[src/rtl/hilo_div_pkg.sv]
// Shared definitions for the HI/LO divider: default operand width and FSM state encoding.
package hilo_div_pkg;

    localparam int DEFAULT_WIDTH = 32;

    typedef enum logic [1:0] {
        ST_IDLE = 2'd0,
        ST_BUSY = 2'd1,
        ST_DONE = 2'd2
    } state_e;

endpackage

[src/rtl/hilo_div_step.sv]
// One restoring radix-2 division step: shift in the next dividend bit, subtract if it fits.
module div_step
    import hilo_div_pkg::*;
#(
    parameter int WIDTH = DEFAULT_WIDTH
) (
    input  logic [WIDTH-1:0] rem_i,
    input  logic             bit_i,
    input  logic [WIDTH-1:0] divisor_i,
    output logic [WIDTH-1:0] rem_o,
    output logic             qbit_o
);

    logic [WIDTH:0] shifted;

    // rem_i < divisor_i holds on entry, so the shifted value fits in WIDTH+1 bits
    // and the restored remainder always fits back into WIDTH bits.
    always_comb begin
        shifted = {rem_i, bit_i};
        qbit_o  = (shifted >= {1'b0, divisor_i});
        rem_o   = qbit_o ? WIDTH'(shifted - {1'b0, divisor_i}) : shifted[WIDTH-1:0];
    end

endmodule

[src/rtl/hilo_div.sv]
// Iterative signed/unsigned divider feeding the HI/LO registers: one quotient bit per cycle.
module hilo_div
    import hilo_div_pkg::*;
#(
    parameter int WIDTH = DEFAULT_WIDTH
) (
    input  logic             clk,
    input  logic             rst,
    input  logic             start,
    input  logic             signed_div,
    input  logic             annul,
    input  logic [WIDTH-1:0] dividend,
    input  logic [WIDTH-1:0] divisor,
    output logic             busy,
    output logic             done,
    output logic [WIDTH-1:0] quotient,
    output logic [WIDTH-1:0] remainder,
    output logic             div_by_zero
);

    localparam int               CNT_W     = $clog2(WIDTH);
    localparam logic [CNT_W-1:0] LAST_STEP = CNT_W'(WIDTH - 1);

    state_e           state_q, state_d;
    logic [CNT_W-1:0] cnt_q, cnt_d;
    logic [WIDTH-1:0] rem_q, rem_d;
    logic [WIDTH-1:0] quo_q, quo_d;
    logic [WIDTH-1:0] dvs_q, dvs_d;
    logic             negq_q, negq_d;
    logic             negr_q, negr_d;
    logic             wdbz_q, wdbz_d;

    logic [WIDTH-1:0] quotient_q, remainder_q;
    logic             dbz_q;

    logic             accept;
    logic             div_zero;
    logic             dvd_neg, dvs_neg;
    logic [WIDTH-1:0] dvd_mag, dvs_mag;
    logic [WIDTH-1:0] step_rem;
    logic             step_qbit;
    logic [WIDTH-1:0] quo_shift;

    assign accept   = start && !annul;
    assign div_zero = (divisor == '0);
    assign dvd_neg  = signed_div & dividend[WIDTH-1];
    assign dvs_neg  = signed_div & divisor[WIDTH-1];
    assign dvd_mag  = dvd_neg ? -dividend : dividend;
    assign dvs_mag  = dvs_neg ? -divisor : divisor;

    // quo_q starts as the dividend magnitude and is shifted left while quotient bits fill in from the right.
    div_step #(.WIDTH(WIDTH)) u_step (
        .rem_i     (rem_q),
        .bit_i     (quo_q[WIDTH-1]),
        .divisor_i (dvs_q),
        .rem_o     (step_rem),
        .qbit_o    (step_qbit)
    );

    assign quo_shift = {quo_q[WIDTH-2:0], step_qbit};

    always_ff @(posedge clk) begin
        if (rst) begin
            state_q <= ST_IDLE;
        end else begin
            state_q <= state_d;
        end
    end

    always_comb begin
        state_d = state_q;
        case (state_q)
            ST_IDLE: begin
                if (accept) begin
                    state_d = div_zero ? ST_DONE : ST_BUSY;
                end
            end
            ST_BUSY: begin
                if (annul) begin
                    state_d = ST_IDLE;
                end else if (cnt_q == LAST_STEP) begin
                    state_d = ST_DONE;
                end
            end
            ST_DONE: state_d = ST_IDLE;
            default: state_d = ST_IDLE;
        endcase
    end

    always_comb begin
        busy = (state_q == ST_BUSY);
        done = (state_q == ST_DONE) && !annul;
    end

    always_comb begin
        cnt_d  = cnt_q;
        rem_d  = rem_q;
        quo_d  = quo_q;
        dvs_d  = dvs_q;
        negq_d = negq_q;
        negr_d = negr_q;
        wdbz_d = wdbz_q;
        case (state_q)
            ST_IDLE: begin
                if (accept) begin
                    cnt_d  = '0;
                    dvs_d  = dvs_mag;
                    negq_d = dvd_neg ^ dvs_neg;
                    negr_d = dvd_neg;
                    wdbz_d = div_zero;
                    if (div_zero) begin
                        quo_d = '1;
                        rem_d = dividend;
                    end else begin
                        quo_d = dvd_mag;
                        rem_d = '0;
                    end
                end
            end
            ST_BUSY: begin
                cnt_d = cnt_q + 1'b1;
                // Sign correction is folded into the last step so results are final on entering DONE.
                if (cnt_q == LAST_STEP) begin
                    quo_d = negq_q ? -quo_shift : quo_shift;
                    rem_d = negr_q ? -step_rem : step_rem;
                end else begin
                    quo_d = quo_shift;
                    rem_d = step_rem;
                end
            end
            default: begin
            end
        endcase
    end

    always_ff @(posedge clk) begin
        if (rst) begin
            cnt_q  <= '0;
            rem_q  <= '0;
            quo_q  <= '0;
            dvs_q  <= '0;
            negq_q <= 1'b0;
            negr_q <= 1'b0;
            wdbz_q <= 1'b0;
        end else begin
            cnt_q  <= cnt_d;
            rem_q  <= rem_d;
            quo_q  <= quo_d;
            dvs_q  <= dvs_d;
            negq_q <= negq_d;
            negr_q <= negr_d;
            wdbz_q <= wdbz_d;
        end
    end

    // Visible results only move on a real done, so an annulled DONE leaves them untouched.
    always_ff @(posedge clk) begin
        if (rst) begin
            quotient_q  <= '0;
            remainder_q <= '0;
            dbz_q       <= 1'b0;
        end else if (done) begin
            quotient_q  <= quo_q;
            remainder_q <= rem_q;
            dbz_q       <= wdbz_q;
        end
    end

    assign quotient    = done ? quo_q  : quotient_q;
    assign remainder   = done ? rem_q  : remainder_q;
    assign div_by_zero = done ? wdbz_q : dbz_q;

endmodule

[config.mk]
export PLATFORM = sky130hd
export DESIGN_NAME = hilo_div
export DESIGN_NICKNAME = d
export VERILOG_FILES = /design/src/rtl/hilo_div_pkg.sv /design/src/rtl/hilo_div_step.sv /design/src/rtl/hilo_div.sv
export SDC_FILE = /design/constraint.sdc
export NUM_CORES = 1
export LEC_CHECK = 0
export ABC_CLOCK_PERIOD_IN_PS = 6200
export BUFFER_PORTS_ARGS = -buffer_cell sky130_fd_sc_hd__buf_4
export CORE_ASPECT_RATIO = 1.2
export CORE_MARGIN = 1
export CORE_UTILIZATION = 40
export DETAILED_ROUTE_END_ITERATION = 10
export HOLD_SLACK_MARGIN = 0.06
export PLACE_DENSITY = 0.6
export SLEW_MARGIN = 20
export SYNTH_ARGS = -nofsm -noshare
export SYNTH_HDL_FRONTEND = slang
export SYNTH_SLANG_ARGS = --single-unit
[constraint.sdc]
create_clock -name clk -period 6.2 [get_ports clk]
set_input_delay 1.55 -clock clk [delete_from_list [all_inputs] [get_ports clk]]
set_output_delay 1.55 -clock clk [all_outputs]
set_load 0.05 [all_outputs]
**After elaboration in Yosys (flattened, before gate mapping)**

Cells that the tools add are included.

- Order comparisons: 1
- Mux-type cells: 23
- Add/subtract/negate cells: 6
- Equality and inequality tests: 5
- Reduce and logical (&&, ||, !) cells: 9
- Bitwise logic cells: 3

Operator list:

| kind | number |
|---|---|
| $mux 32 | 13 |
| $neg 32->32 | 4 |
| $pmux 32 s2 | 2 |
| $ge 33x32->1 | 1 |
| $logic_not 32->1 | 1 |
| $sub 32x32->32 | 1 |
| $pmux 5 s2 | 1 |
| $mux 2 | 4 |
| $reduce_and 2->1 | 3 |
| $add 5x1->5 const B | 1 |
| $eq 5x5->1 const B | 1 |
| $mux 5 | 1 |
| $pmux 2 s2 | 1 |
| $ne 3x2->1 const B | 1 |
| $and 1x1->1 | 2 |
| $eq 2x1->1 const B | 1 |
| $eq 2x2->1 const B | 1 |
| $logic_and 1x1->1 | 2 |
| $logic_not 2->1 | 1 |
| $ne 2x2->1 const B | 1 |
| $reduce_bool 2->1 | 1 |
| $logic_not 1->1 | 1 |
| $mux 1 | 1 |
| $xor 1x1->1 | 1 |

- Bits in registers: 171
- Logic and storage cells: 58
- Input bits: 69

**Logic depth before layout (Yosys ltp)**

- Depth after elaboration: 6
- Gate-level depth with buffers: 22
- Gate-level depth less buffers: 17

**Cells and area by module**

From an unflattened synthesis, not the netlist that was laid out.

- Cell total of the unflattened synthesis: 1435
- Area total of the unflattened synthesis: 12106.6 sq um

By module, submodules not included:

| module | area each (sq um) | sequential area each (sq um) | instances | cells an instance |
|---|---|---|---|---|
| hilo_div | 9703.1 | 3423.3 | 1 | 1107 |
| div_step | 2403.6 | 0.0 | 1 | 328 |

**Worst setup path before layout**

OpenSTA, ideal clock, no wires.

- Path kind: input to output
- Start: input port annul
- End: output port quotient[22]
- Data required time: 4.650 ns
- Arrival time: 3.404 ns
- Stages: 4
- Path buffers: 2
- Setup slack: 1.246 ns
- Cell sequence: nor3b_1 clkbuf_1 clkbuf_1 mux2_2

- Cells in the longest elaborated chain, start to end: 3

RTL lines:

| what | RTL line | text |
|---|---|---|
| start: declaration | hilo_div.sv:11 | `input logic annul,` |
| $logic_not 1->1 | hilo_div.sv:92 | `done = (state_q == ST_DONE) && !annul;` |
| $logic_and 1x1->1 | hilo_div.sv:92 |  |
| net done | hilo_div.sv:15 | `output logic done,` |
| $mux 32 | -- |  |
| end: declaration | hilo_div.sv:16 | `output logic [WIDTH-1:0] quotient,` |

The timed path passes the listed nets, and every way through them passes these cells.

**Worst setup path in the final report**

- Start: register rem_q[0]
- End: register quo_q[26]

- Cells in the longest elaborated chain, start to end: 5

RTL lines:

| what | RTL line | text |
|---|---|---|
| start: declaration | hilo_div.sv:26 | `logic [WIDTH-1:0] rem_q, rem_d;` |
| start signal: assignment | hilo_div.sv:147 | `rem_q <= rem_d;` |
| $ge 33x32->1 | hilo_div_step.sv:20 | `qbit_o = (shifted >= {1'b0, divisor_i});` |
| $neg 32->32 | hilo_div.sv:124 | `quo_d = negq_q ? -quo_shift : quo_shift;` |
| $mux 32 | hilo_div.sv:124 |  |
| $mux 32 | hilo_div.sv:123 | `if (cnt_q == LAST_STEP) begin` |
| $pmux 32 s2 | hilo_div.sv:103 | `case (state_q)` |
| end signal: assignment | hilo_div.sv:148 | `quo_q <= quo_d;` |
| end: declaration | hilo_div.sv:27 | `logic [WIDTH-1:0] quo_q, quo_d;` |

Every way passes these cells.
A chain may end at the register's enable or synchronous reset.

==> results.yml <==
synth:
  synth_cells: 1450
  ys_seq_area_share_pct: 29.25
  yosys.area.top_type_share_pct: 29.25
  yosysTopAreaCell: "dfxtp_1"
  syn-num-nets: 1558
  synth_edf_count: 0
  ys.flop_type: "dfxtp_1"
  yosysWarnings: 0
  syn_area_um2: 11700
  ys_types: 85
  syn_area_per_cell_um2: 8.072
  synth_area_leaders: "dfxtp_1 (29%), mux2_2 (6.3%), nor2_1 (5.7%), xnor2_1 (5.5%), ha_1 (4.1%)"
  ys_seq_elements: 171
  synthArstFlopShare_pct: 0
global_routing:
  antenna_found_initial: 0
  grt_pass1_wl_um: 56760
  grt_max_degree: 83
  globalRouteOverflowTotal: 0
  grt_pass1_vias: 10560
  grt.total_usage_pct: 24.34
cells_and_area:
  layout_commonest_cell: "nor2_1"
  final_cell_mix: "nor2_1 (177), dfxtp_1 (171), buf_4 (150), a21oi_1 (92), nand2_1 (85)"
  fin_area_um2: 13550
  diodes: 0
  finalNonFillerCells: 1935
  fin_util_pct: 47.13
  syn_to_final_growth_pct: 15.80
  fin_nets: 1645
  drive_gt1_share_pct: 17.94
drt:
  drt-initial-drc-count: 978
  routed.top_layer: "met4"
  dr_total_vias: 11180
  drtAntennaViolNets: 0
  wl_per_cell_um: 18.76
  routed_wl_um: 36310
  wl_met3_um: 1957
  wl_met1_um: 15500
  wl_met2_um: 17460
  via_per_inst: 5.778
  drc: 0
  dr.pass1.iters: 6
worst_setup_path:
  crit_arrival_ps: 5450
  worst_setup_path_end_kind: "register"
  worstSetupPathType: "register to register"
  crit_required_ps: 6520
  start_kind: "register"
  crit_fanout: 28
timing:
  final-max-slew-violation-count: 0
  hold_violations: 0
  tns_ps: 0
  worstMarginPinSlew_ps: 1118
  fin_crit_ps: 5128
  whs_ps: 461.2
  fin_crit_sh_pct: 82.71
  rsz0062_at_grt: "false"
  clock_skew_ps: 9.423
  setup_viol: 0
  slew-limit-headroom_pct: 25.26
  max_freq_mhz: 195.0
cts:
  hold_buffers: 0
  clockBufferDepth: 2
  cts_tree: "built"
  cts_resized: 0
  clk_pin_slew_ps: 70
  clk-insertion-delay-late_ps: 450
  htreeDepth: 4
  cts_buffers: 17
  cts.sinks: 171
  cts-root-buf: "clkbuf_16"
  cts_setup_buffers: 0
pwr:
  p_leak_nw: 5.283
  switching_share_pct: 36.95
  combPwrFrac_pct: 32.2
  p_int_mw: 2.086
  p_seq_share_pct: 36.5
  p_sw_mw: 1.222
  power.density_nw_per_um2: 244.1
  ir_worst_vdd_uv: 204.0
  clockPowerShare_pct: 31.4
worst_hold_path:
  min_path_type: "register to register"
outcome:
  status: "completed"
die:
  die_height_um: 189.4
  start_util_pct: 40.70
  rows: 68
  coreArea_um2: 28760
  die_x_um: 158.2
  ios: 136
  dieArea_um2: 29950
placed_design:
  dp_hpwl_um: 27250
  port_buffers: 135
  post_dp_cell_area_um2: 13000
  dp.cells: 1903
  place.gp.congestion: 1.002
flow_run:
  maxCapViolCount: 0
## kinds of logic after synthesis
kind of cell | Yosys count | synth area share (%)
AO/OA/AOI/OAI | 370 | 22.24
XOR/XNOR | 125 | 9.353
adder cells (fa/ha/maj) | 39 | 4.233
buffers and inverters | 133 | 4.393
flip-flops | 171 | 29.25
multiplexers | 85 | 7.964
AND/OR/NAND/NOR | 527 | 22.57
## worst max-delay path, stage by stage (launching register included)
cell and delay (ps):
dfxtp_1 570, ha_1 330, nor2b_1 160, o211a_1 270, o31a_1 310, and3_1 240, o2111ai_2 410, nand2_2 250
inv_2 420, ha_1 360, nand3_1 170, nor2_1 370, nand3b_1 220, o41ai_1 370, xor2_1 110, a2111oi_0 400
## area by class of cell
cell class | count | area (um^2)
Fill cell | 2978 | 15200
Multi-Input combinational cell | 1146 | 7779
Sequential cell | 171 | 3423
Timing Repair Buffer | 150 | 1126
Tap cell | 385 | 481.7
Clock buffer | 19 | 442.9
Inverter | 51 | 191.4
Clock inverter | 13 | 110.1
## metrics by stage
| step | power (mW) | setup WS [ps] |
|---|---|---|
| floorplan | 1.988 | 1246 |
| global placement | 2.267 | 961.7 |
| detailed placement | 2.276 | 845.6 |
| CTS | 3.313 | 1133 |
| global route | 3.481 | 659.2 |
| finish | 3.308 | 1072 |
## worst paths after layout
kind | to | startpoint | slack, ps | cells after the start
max | quo_q[26]$_SDFFE_PP0P_ | rem_q[0]$_SDFFE_PP0P_ | 1070 | 15
min | dvs_q[22]$_SDFFE_PP0P_ | dvs_q[22]$_SDFFE_PP0P_ | 460 | 2
max reg2reg | quo_q[26]$_SDFFE_PP0P_ | rem_q[0]$_SDFFE_PP0P_ | 1070 | 15
min reg2reg | dvs_q[22]$_SDFFE_PP0P_ | dvs_q[22]$_SDFFE_PP0P_ | 460 | 2
## registers in the layout, indices dropped and copies added, names as in the netlist, 2 cells and up
register / flops
dvs_q: 32
quo_q: 32
quotient_q: 32
rem_q: 32
remainder_q: 32
cnt_q: 5
state_q: 2
## cells in the mapped netlist, drive strengths merged, types with 17 or more instances
cell     count
a211oi      36
mux2i       20
a2111oi     26
o31ai       17
or3         19
ha          38
xnor2       73
nor2b       74
nand3       28
nand2       86
nor2       177
and3        17
mux2        65
clkbuf      70
inv         51
o21ai       58
nor3        34
xor2        52
dfxtp      171
a21oi       92
nor4        25
## power by group through the flow
stage | logic [mW] | clock network, mW | registers (mW)
2_1_floorplan | 0.784 | 0 | 1.20
3_3_place_gp | 1.04 | 0 | 1.23
3_5_place_dp | 1.05 | 0 | 1.23
4_1_cts | 1.05 | 1.06 | 1.20
5_1_grt | 1.17 | 1.10 | 1.21
6_report | 1.06 | 1.04 | 1.21
## layer usage
metal | vias to the layer above | track usage (%)
met3 | 78 | 3.182
met4 | 0 | 11.09
met2 | 377 | 41.14
met5 | - | 0
met1 | 5246 | 30.41
li1 | 5479 | -
(Power assumes the default switching activity.)
